--- src/rtl/pkt_width_upsizer.sv ---
// Packs RATIO input words into one wide beat with per-packet length/bad tracking,
// buffered in a FWFT FIFO. Optional protocol checking: PKT_UPSIZER_PROTO_CHECK_EN.
module pkt_width_upsizer #(
    parameter  int INPUT_WIDTH  = 32,
    parameter  int RATIO        = 2,
    parameter  int FIFO_DEPTH   = 8,
    localparam int OUTPUT_WIDTH = INPUT_WIDTH * RATIO,
    localparam int IN_BYTES     = INPUT_WIDTH / 8,
    localparam int OUT_BYTES    = OUTPUT_WIDTH / 8,
    localparam int RW           = $clog2(IN_BYTES),
    localparam int BW           = $clog2(OUT_BYTES) + 1,
    localparam int LVW          = $clog2(FIFO_DEPTH) + 1
) (
    input  logic                    iclk,
    input  logic                    irst,
    input  logic                    ivalid,
    input  logic                    isop,
    input  logic                    ieop,
    input  logic [RW-1:0]           iresidual,
    input  logic [INPUT_WIDTH-1:0]  idata,
    input  logic                    ibad,
    input  logic                    iclr_err,
    output logic                    ovalid,
    input  logic                    oready,
    output logic                    osop,
    output logic                    oeop,
    output logic [OUTPUT_WIDTH-1:0] odata,
    output logic [BW-1:0]           obytes,
    output logic [13:0]             oplen,
    output logic                    obad,
    output logic [LVW-1:0]          ofifo_level,
    output logic                    ocpu_interrupt
);

`ifdef PKT_UPSIZER_PROTO_CHECK_EN
    localparam bit PROTO = 1'b1;
`else
    localparam bit PROTO = 1'b0;
`endif
    localparam int LW = (RATIO > 1) ? $clog2(RATIO) : 1;
    localparam int AW = $clog2(FIFO_DEPTH);

    logic [LW-1:0]           r_lane;
    logic [OUTPUT_WIDTH-1:0] r_acc;
    logic                    r_in_pkt;
    logic [13:0]             r_len;
    logic                    r_bad;
    logic                    r_beat_sop;

    logic                    w_start, w_flush, w_orphan, w_take, w_push1;
    logic [LW-1:0]           w_lane;
    logic [OUTPUT_WIDTH-1:0] w_beat;
    logic [BW-1:0]           w_wbytes, w_bytes1, w_bytes0;
    logic [14:0]             w_len_sum;
    logic [13:0]             w_len_next;
    logic                    w_bad_next;

    // Assembler next-state: lane placement, push decision, byte and length accounting
    always_comb begin
        w_start    = ivalid & isop;
        w_flush    = PROTO & ivalid & isop & r_in_pkt;
        w_orphan   = ivalid & ~isop & ~r_in_pkt;
        w_take     = ivalid & ~(PROTO & w_orphan);
        w_lane     = w_start ? '0 : r_lane;
        w_beat     = w_start ? '0 : r_acc;
        w_beat[OUTPUT_WIDTH-1-int'(w_lane)*INPUT_WIDTH -: INPUT_WIDTH] = idata;
        w_push1    = w_take & ((int'(w_lane) == RATIO - 1) | ieop);
        w_wbytes   = (ieop && (iresidual != '0)) ? BW'(iresidual) : BW'(IN_BYTES);
        w_bytes1   = BW'(w_lane) * BW'(IN_BYTES) + w_wbytes;
        w_bytes0   = BW'(r_lane) * BW'(IN_BYTES);
        w_len_sum  = {1'b0, (w_start ? 14'd0 : r_len)} + 15'(w_wbytes);
        w_len_next = w_len_sum[14] ? 14'h3FFF : w_len_sum[13:0];
        w_bad_next = (w_start ? 1'b0 : r_bad) | ibad;
    end

    // Assembler state
    always_ff @(posedge iclk) begin
        if (irst) begin
            r_lane     <= '0;
            r_acc      <= '0;
            r_in_pkt   <= 1'b0;
            r_len      <= 14'd0;
            r_bad      <= 1'b0;
            r_beat_sop <= 1'b0;
        end else if (w_take) begin
            r_lane     <= w_push1 ? '0 : w_lane + LW'(1);
            r_acc      <= w_push1 ? '0 : w_beat;
            r_beat_sop <= w_push1 ? 1'b0 : (w_start | r_beat_sop);
            r_len      <= w_len_next;
            r_bad      <= w_bad_next;
            r_in_pkt   <= ieop ? 1'b0 : (w_start | r_in_pkt);
        end
    end

    logic [OUTPUT_WIDTH-1:0] r_mem_data  [FIFO_DEPTH];
    logic                    r_mem_sop   [FIFO_DEPTH];
    logic                    r_mem_eop   [FIFO_DEPTH];
    logic [BW-1:0]           r_mem_bytes [FIFO_DEPTH];
    logic [13:0]             r_mem_plen  [FIFO_DEPTH];
    logic                    r_mem_bad   [FIFO_DEPTH];
    logic [AW-1:0]           r_wptr, r_rptr;
    logic [LVW-1:0]          r_level;
    logic                    r_err_ovf, r_err_sop_in_pkt, r_err_no_sop;

    logic                    w_pop, w_acc0, w_acc1, w_ovf;
    logic [LVW:0]            w_space;
    logic [AW-1:0]           w_wptr1;

    // A protocol flush and the new word's beat can both land in one cycle; flush goes first
    always_comb begin
        w_pop   = (r_level != '0) & oready;
        w_space = (LVW+1)'(FIFO_DEPTH) - {1'b0, r_level} + (LVW+1)'(w_pop);
        w_acc0  = w_flush & (w_space >= (LVW+1)'(1));
        w_acc1  = w_push1 & (w_space >= ((LVW+1)'(1) + (LVW+1)'(w_acc0)));
        w_ovf   = (w_flush & ~w_acc0) | (w_push1 & ~w_acc1);
        w_wptr1 = r_wptr + AW'(w_acc0);
    end

    // FIFO storage
    always_ff @(posedge iclk) begin
        if (w_acc0) begin
            r_mem_data[r_wptr]  <= r_acc;
            r_mem_sop[r_wptr]   <= r_beat_sop;
            r_mem_eop[r_wptr]   <= 1'b1;
            r_mem_bytes[r_wptr] <= w_bytes0;
            r_mem_plen[r_wptr]  <= r_len;
            r_mem_bad[r_wptr]   <= 1'b1;
        end
        if (w_acc1) begin
            r_mem_data[w_wptr1]  <= w_beat;
            r_mem_sop[w_wptr1]   <= w_start | r_beat_sop;
            r_mem_eop[w_wptr1]   <= ieop;
            r_mem_bytes[w_wptr1] <= w_bytes1;
            r_mem_plen[w_wptr1]  <= ieop ? w_len_next : 14'd0;
            r_mem_bad[w_wptr1]   <= ieop ? w_bad_next : 1'b0;
        end
    end

    // FIFO pointers, occupancy and sticky errors (a new error beats a same-cycle clear)
    always_ff @(posedge iclk) begin
        if (irst) begin
            r_wptr           <= '0;
            r_rptr           <= '0;
            r_level          <= '0;
            r_err_ovf        <= 1'b0;
            r_err_sop_in_pkt <= 1'b0;
            r_err_no_sop     <= 1'b0;
        end else begin
            r_wptr           <= r_wptr + AW'(w_acc0) + AW'(w_acc1);
            r_rptr           <= r_rptr + AW'(w_pop);
            r_level          <= r_level + LVW'(w_acc0) + LVW'(w_acc1) - LVW'(w_pop);
            r_err_ovf        <= w_ovf | (r_err_ovf & ~iclr_err);
            r_err_sop_in_pkt <= w_flush | (r_err_sop_in_pkt & ~iclr_err);
            r_err_no_sop     <= (PROTO & w_orphan) | (r_err_no_sop & ~iclr_err);
        end
    end

    assign ovalid         = (r_level != '0);
    assign osop           = ovalid ? r_mem_sop[r_rptr]   : 1'b0;
    assign oeop           = ovalid ? r_mem_eop[r_rptr]   : 1'b0;
    assign odata          = ovalid ? r_mem_data[r_rptr]  : '0;
    assign obytes         = ovalid ? r_mem_bytes[r_rptr] : '0;
    assign oplen          = ovalid ? r_mem_plen[r_rptr]  : 14'd0;
    assign obad           = ovalid ? r_mem_bad[r_rptr]   : 1'b0;
    assign ofifo_level    = r_level;
    assign ocpu_interrupt = r_err_ovf | r_err_sop_in_pkt | r_err_no_sop;

endmodule

--- config.mk ---
export PLATFORM = sky130hd
export DESIGN_NAME = pkt_width_upsizer
export DESIGN_NICKNAME = d
export VERILOG_FILES = /design/src/rtl/pkt_width_upsizer.sv
export SDC_FILE = /design/constraint.sdc
export NUM_CORES = 1
export LEC_CHECK = 0
export ABC_AREA = 0
export CORE_AREA = 2 2 280 282
export DETAILED_ROUTE_END_ITERATION = 10
export DIE_AREA = 0 0 282 284
export PLACE_DENSITY_LB_ADDON = 0.1
export REMOVE_ABC_BUFFERS = 1
export SLEW_MARGIN = 15
export SYNTH_ARGS = -nofsm -noshare
export SYNTH_HDL_FRONTEND = slang
export SYNTH_SLANG_ARGS = --single-unit
--- constraint.sdc ---
create_clock -name iclk -period 13.9 [get_ports iclk]
set_input_delay 2.78 -clock iclk [delete_from_list [all_inputs] [get_ports iclk]]
set_output_delay 2.78 -clock iclk [all_outputs]
set_load 0.03 [all_outputs]
# Word-level counts from Yosys, hierarchy flattened
# Memories as Yosys holds them, arrays and structs flattened. A register that Yosys moved wholly into a read port is not among the register bits.
# Cells that the tools add are included.
# word_totals
reg_bits,94
wordCells,76
n_memories,6
output_inout_bits,91
ram_bits,680
inputBits,42
# classes
shifts,2
addsub,11
bitwise_logic,16
n_mux,26
n_reduce_logical,3
magnitude_cmp,1
# memory_table
name,depth,word_bits,read_ports,rd_clocked_by_memory_dff,write_ports,line,source
r_mem_data,8,64,1,1,1,95,logic [OUTPUT_WIDTH-1:0] r_mem_data [FIFO_DEPTH];
r_mem_plen,8,14,1,1,1,99,logic [13:0] r_mem_plen [FIFO_DEPTH];
r_mem_bytes,8,4,1,1,1,98,logic [BW-1:0] r_mem_bytes [FIFO_DEPTH];
r_mem_bad,8,1,1,1,1,100,logic r_mem_bad [FIFO_DEPTH];
r_mem_eop,8,1,1,1,1,97,logic r_mem_eop [FIFO_DEPTH];
r_mem_sop,8,1,1,1,1,96,logic r_mem_sop [FIFO_DEPTH];
# ops
cell,count
64-bit two-way mux,3
32-bit by 33-bit variable shift with 95-bit output (first input constant),1
32-bit by 33-bit indexed part select with 95-bit output,1
64-bit bitwise mux,1
14-bit two-way mux,4
7-bit negator with 33-bit output,1
3-bit two-way mux,7
14-bit by 3-bit adder with 15-bit output,1
1-bit two-way mux,10
1-bit bitwise AND,8
6-bit by 6-bit subtractor with 7-bit output (first input constant),1
3-bit by 1-bit adder with 3-bit output,2
1-bit bitwise OR,6
5-bit by 1-bit adder with 5-bit output,1
5-bit by 1-bit >= comparator with 1-bit output (second input constant),1
4-bit by 4-bit subtractor with 5-bit output (first input constant),1
3-bit by 3-bit adder with 4-bit output,1
4-bit by 1-bit adder with 4-bit output,1
4-bit two-way mux,1
4-bit nonzero test,1
4-bit by 1-bit subtractor with 4-bit output,1
1-bit inverter,2
2-bit nonzero test,1
1-bit adder (second input constant),1
1-bit logical AND,1

# Longest topological paths before layout
# Gate-level depths: netlist of the first run.
# logic_depth
ltp_word,8
ltp_mapped,22
mapped_depth_nobuf,20

# Least setup slack after synthesis of the first run
# No wires, ideal clock.
# synth_timing
path_kind,input to register
start,input port oready
end,"memory r_mem_bad[0], enable pin"
setup_ns,0.737
setup_slack_ns,1.300
path_buffers,0
t_required_ns,13.163
stages,8
arrival_time_ns,11.863
cell_sequence,nand2_1 ha_1 inv_1 ha_1 xor2_1 a41oi_1 inv_1 nor4_1
# synth_via
elab_chain_cells,6
# synth_lines
item,line,source
from (decl),24,"input logic oready,"
1-bit bitwise AND,111,w_pop = (r_level != '0) & oready;
5-bit by 1-bit adder with 5-bit output,112,"w_space = (LVW+1)'(FIFO_DEPTH) - {1'b0, r_level} + (LVW+1)'(w_pop);"
5-bit by 1-bit >= comparator with 1-bit output,114,w_acc1 = w_push1 & (w_space >= ((LVW+1)'(1) + (LVW+1)'(w_acc0)));
1-bit bitwise AND,114,
1-bit two-way mux,129,if (w_acc1) begin
1-bit two-way mux,135,r_mem_bad[w_wptr1] <= ieop ? w_bad_next : 1'b0;
to (decl),100,
# No other way between the ends.

==> flow_summary.json, run 1 <==
{
  "fin_skew_ns": 0.0165,
  "final.period_utilization_pct": 49.5,
  "worstPathCellList": "buf_4, mux4_2, mux2i_1, nor2_1, clkdlybuf4s50_1",
  "r2r_slack_ns": 8.94,
  "fin_setup_tns_ns": 0,
  "cts_setup_buffers": 0,
  "final_nets": 1838,
  "grt_pass1_wl_mm": 107,
  "power_leakage_uw": 0.0114,
  "mostFrequentLayoutCells": "680 x edfxtp_1, 180 x nor2_1, 170 x mux4_2, 131 x clkdlybuf4s50_1, 119 x mux2i_1",
  "min-delay-start": "r_acc[2]",
  "start_util_pct": 39.8,
  "track_usage_pct": 18.3,
  "drtIter0Drc": 1100,
  "num_vias": 15345,
  "hp-class": "reg -> reg",
  "die_w_um": 282,
  "drt_first_pass_iters": 4,
  "core-area_sq_mm": 0.0770,
  "slew-limit-headroom_pct": 27.6,
  "crit_slowest_cell": "dfxtp_4",
  "gp_congestion": 0.774,
  "cp_max_fo": 63,
  "comb_power_share_pct": 26.4,
  "r2r_start": "ofifo_level[2]",
  "final_common_cell": "edfxtp_1",
  "whs_path_depth": 1,
  "die_h_um": 284,
  "cp_slowest_stage_delay_ns": 1.05,
  "worst_ir_drop_vdd_mv": 0.185,
  "slew_viol_final": 0,
  "synthArstFlopShare_pct": 0,
  "wirelength_mm": 72.4,
  "rsz0062_at_grt": "false",
  "p_seq_share_pct": 41.1,
  "hold_end": "r_acc[2]",
  "synth_cell_types": 55,
  "htree_levels": 3,
  "syn-cell-area_sq_mm": 0.0306,
  "p_int_uw": 4640,
  "drive_above_1_share_pct": 20.5,
  "antenna_found_initial": 0,
  "rr_endpoint": "r_mem_data[2][37]",
  "drcViolationCount": 0,
  "startpoint_type": "flip-flop",
  "grt_overflow": 0,
  "criticalPathCategory": "reg -> out",
  "viasPerCell": 5.32,
  "clockPowerShare_pct": 32.5,
  "worstMarginPinSlew_ns": 1.09,
  "final_core_util_pct": 46.4,
  "status": "complete, no violations",
  "path_clk_slew_ns": 0.06,
  "drv_cap": 0,
  "synth-seq-area-share_pct": 72.8,
  "synth_edf_count": 680,
  "place_hpwl_mm": 36.4,
  "cp.arrival_ns": 4.10,
  "crit_family": "buffers and inverters",
  "avgSynthCellArea_sq_um": 18.7,
  "crit_path_end_kind": "output pin",
  "ant_nets": 0,
  "power_switching_uw": 1940,
  "hold_viol_final": 0,
  "required_ns": 11.12,
  "ys_ff_latch": 774,
  "wl_per_cell_um": 25.1,
  "dp_cells": 2734,
  "clk_latency_ns": 0.62,
  "powerDensity_mw_per_mm2": 184,
  "post_cts_resized": 0,
  "die_area_sq_mm": 0.0801,
  "io_pins": 133,
  "port_buffers": 132,
  "synth_cells": 1633,
  "final-setup-viol-count": 0,
  "clock_path_buffers": 3,
  "swShare_pct": 29.5,
  "yosysWarnings": 0,
  "reg2reg_depth": 13,
  "grt_start_max_net_pins": 101,
  "critPathBufInv": 2,
  "cts_tree": "yes",
  "max_freq_mhz": 145,
  "final_cells": 2886,
  "root_buffer": "clkbuf_16",
  "min_period_ns": 6.88,
  "synth_flop_cell": "edfxtp_1",
  "rows": 102,
  "syn_to_final_growth_pct": 16.7,
  "first_global_vias": 16233,
  "cts_sinks": 774,
  "cts-buffers-inserted": 81,
  "cts_hold_buf": 0
}
[power by group through the flow]
stage	clock network (uW)	logic [uW]	registers [uW]
2_1_floorplan	0	1160	2850
3_3_place_gp	0	1770	2750
3_5_place_dp	0	1770	2760
4_1_cts	2190	1780	2710
5_1_grt	2280	1860	2720
6_report	2130	1740	2700
[layer usage]
metal  vias up  GRT usage (%)  routed length, um  part of all wire, %
met5         -              0                  0                    0
met4         0           4.96               1280                  1.8
met3        76           2.68               3070                  4.2
met2       352           28.6              34300                   47
met1      8167           26.8              33800                   47
li1       6750              -                  -                    -
[cell families (layout without fill, tap and decap cells)]
family	count (synthesis)	count (layout)	share of synthesized area, %
fa+ha+maj	19	19	0.826
flops	774	774	72.8
mux	321	321	17.6
buf+inv	116	328	1.62
compound gates	87	87	2.09
xor+xnor	14	14	0.400
simple gates	302	302	4.64
other cells	0	1	0
[worst max-delay path by stage]
stage	cells after the start	to	startpoint
after detailed placement	10	r_mem_plen[4][1]	isop
after CTS	5	oeop	r_rptr[1]
after global routing	5	odata[62]	r_rptr[1]
after global placement	10	r_mem_plen[0][10]	isop
final	5	oeop	r_rptr[1]
after floorplan	12	r_mem_bad[0]	ofifo_level[2]
[flip-flops by register name, indices dropped and copies added, names as in the netlist, 3 cells and up]
name and flops:
r_mem_data 512, r_rptr 3, r_acc 64, r_mem_eop 8, r_wptr 3, r_mem_bad 8, r_mem_sop 8, r_mem_plen 112
r_mem_bytes 32, ofifo_level 4, r_len 14
[metrics by stage]
step                      area [sq um]  worst slack (ns)  hold slack [ns]  total power (uW)
after floorplan                  30200              1.12            0.429              4010
after global placement           33100              7.05            0.441              4530
after detailed placement         33100              6.85            0.443              4530
after CTS                        35700              6.92            0.459              6670
after global routing             35700              6.78            0.467              6860
final                            35700              7.02            0.456              6570
[cells in the mapped netlist, drive strengths merged (2+ instances only)]
library cell,number,area (sq um)
edfxtp,680,20400
nor2,182,686
mux4,170,3830
mux2i,119,1190
dfxtp,94,1880
clkbuf,58,218
buf,41,215
and2,40,253
a22oi,33,248
mux2,32,360
nand2,19,71.3
ha,17,213
inv,17,63.8
nor2b,15,93.8
o21ai,15,75.1
a21oi,13,65.1
nor3,11,71.3
xnor2,10,87.6
nor4,9,71.3
a211oi,5,42.5
a21boi,5,48.8
nor3b,5,37.5
and3,4,25.0
nand4,4,25.0
xor2,4,35.0
o21a,3,22.5
or3,3,18.8
a311oi,2,30.0
a31oi,2,12.5
and3b,2,17.5
fa,2,40.0
nand2b,2,12.5
nand3,2,10.0
o2111ai,2,35.0
or2,2,12.5
[cell type report]
| class | count | area [sq um] |
|---|---|---|
| clock inverters | 29 | 244 |
| diodes | 1 | 2.50 |
| clock buffers | 122 | 2400 |
| fillers | 6519 | 41200 |
| repair buffers | 160 | 1550 |
| inverters | 17 | 63.8 |
| well taps | 1040 | 1300 |
| multi-input cells | 743 | 7870 |
| flip-flops and latches | 774 | 22300 |
(Power assumes the default switching activity.)
==> run 2: changes to the inputs <==
==> constraint.sdc (replaced) <==
create_clock -name iclk -period 6.1 [get_ports iclk]
set_input_delay 1.22 -clock iclk [delete_from_list [all_inputs] [get_ports iclk]]
set_output_delay 1.22 -clock iclk [all_outputs]
set_load 0.03 [all_outputs]
==> run 2 against run 1 <==
Against the previous run:
- final cell count rose by 0.35%
- clock power rose by 120%
- critical endpoint is now odata[30]
- via count fell by 0.48%
==> flow_summary.json, run 2 (same netlist as run 1, synthesis figures left out) <==
{
  "final.period_utilization_pct": 79.5,
  "start_util_pct": 39.8,
  "rsz0062_at_grt": "false",
  "slew-limit-headroom_pct": 30.6,
  "cts_hold_buf": 0,
  "root_buffer": "clkbuf_16",
  "slew_viol_final": 0,
  "io_pins": 133,
  "criticalPathCategory": "reg -> out",
  "viasPerCell": 5.27,
  "drv_cap": 0,
  "timing.final.ws_setup_ns": 1.25,
  "final_nets": 1851,
  "path_clk_slew_ns": 0.06,
  "startpoint": "ofifo_level[2]",
  "status": "complete, no violations",
  "ant_nets": 0,
  "timing.hold.ws_ns": 0.457,
  "final_common_cell": "edfxtp_1",
  "min_period_ns": 4.85,
  "hold_viol_final": 0,
  "cts_setup_buffers": 0,
  "max_freq_mhz": 206,
  "antenna_found_initial": 3,
  "wirelength_mm": 72.0,
  "largest_register_ffs": 512,
  "cp.arrival_ns": 3.63,
  "die_w_um": 282,
  "hp-class": "reg -> reg",
  "die_area_sq_mm": 0.0801,
  "htree_levels": 3,
  "port_buffers": 132,
  "grt_pass1_wl_mm": 107,
  "r2r_start": "ofifo_level[2]",
  "crit_path_end_kind": "output pin",
  "cts-buffers-inserted": 79,
  "min-delay-start": "r_acc[5]",
  "drtIter0Drc": 1159,
  "cts_tree": "yes",
  "die_h_um": 284,
  "wl_per_cell_um": 24.9,
  "final_cells": 2896,
  "worst_ir_drop_vdd_mv": 0.410,
  "syn_to_final_growth_pct": 17.3,
  "clk_latency_ns": 0.62,
  "power_leakage_uw": 0.0114,
  "drive_above_1_share_pct": 20.6,
  "required_ns": 4.88,
  "first_global_vias": 16445,
  "grt_start_max_net_pins": 86,
  "final-setup-viol-count": 0,
  "dp_cells": 2749,
  "num_vias": 15271,
  "powerDensity_mw_per_mm2": 415,
  "regMostFlops": "r_mem_data",
  "rows": 102,
  "track_usage_pct": 18.3,
  "worstMarginPinSlew_ns": 1.04,
  "antenna_cells": 0,
  "post_cts_resized": 0,
  "drcViolationCount": 0,
  "cp_max_fo": 46,
  "clock_path_buffers": 3,
  "startpoint_type": "flip-flop",
  "grt_overflow": 0,
  "largestRegisters": "r_mem_data: 512 flops, r_mem_plen: 112 flops, r_acc: 64 flops",
  "cts_sinks": 774,
  "mostFrequentLayoutCells": "680 x edfxtp_1, 180 x nor2_1, 170 x mux4_2, 131 x clkdlybuf4s50_1, 119 x mux2i_1",
  "drt_first_pass_iters": 5,
  "pre_cts_ws_ns": 1.13,
  "core-area_sq_mm": 0.0770,
  "fin_skew_ns": 0.0229,
  "gp_congestion": 0.760,
  "place_hpwl_mm": 37.3
}
[run 2: critical path, cell delays in order (launching register included)]
cell and delay [ns]:
dfxtp_1 0.35, inv_1 0.14, ha_1 0.17, and3_4 0.68, buf_4 0.71, nor2_1 0.27, clkdlybuf4s50_1 0.66
[run 2: report_power, final]
part           internal, uW  leakage [uW]  switching (uW)
combinational          1740       0.00308            2260
clock                  2780       0.00124            1960
sequential             5990       0.00711             157
total                 10500        0.0114            4380
[run 2: layout make-up]
class	count	area, sq um
Clock buffer	109	2200
Clock inverter	38	340
Fill cell	6540	41100
Inverter	17	63.8
Multi-Input combinational cell	743	7870
Sequential cell	774	22300
Tap cell	1040	1300
Timing Repair Buffer	175	1810
[run 2: path summary, 6_finish.rpt]
| path | to | slack, ns | cells after the start |
|---|---|---|---|
| worst max register to register | r_mem_data[7][53] | 1.90 | 13 |
| worst min-delay path | r_acc[5] | 0.46 | 1 |
| worst min register to register | r_acc[5] | 0.46 | 1 |
| worst max-delay path | odata[30] | 1.25 | 6 |
[run 2: per-layer routing]
metal | vias up | global-route usage, % | share of wire, %
met5 | - | 0 | 0.035
met4 | 4 | 4.87 | 1.7
met3 | 92 | 2.60 | 4.4
met2 | 334 | 30.0 | 49
met1 | 8056 | 25.6 | 45
li1 | 6785 | - | -
[run 2: stage by stage]
| step | utilization (%) | instance area, sq um | TNS [ns] | total power [uW] |
|---|---|---|---|---|
| 6_report | 46.7 | 35900 | 0 | 14900 |
| 5_1_grt | 46.7 | 35900 | 0 | 15500 |
| 4_1_cts | 46.7 | 35900 | 0 | 15100 |
| 3_5_place_dp | 43.4 | 33400 | 0 | 10400 |
| 3_3_place_gp | 43.4 | 33400 | 0 | 10300 |
| 2_1_floorplan | - | 30200 | -2676.44 | 9140 |
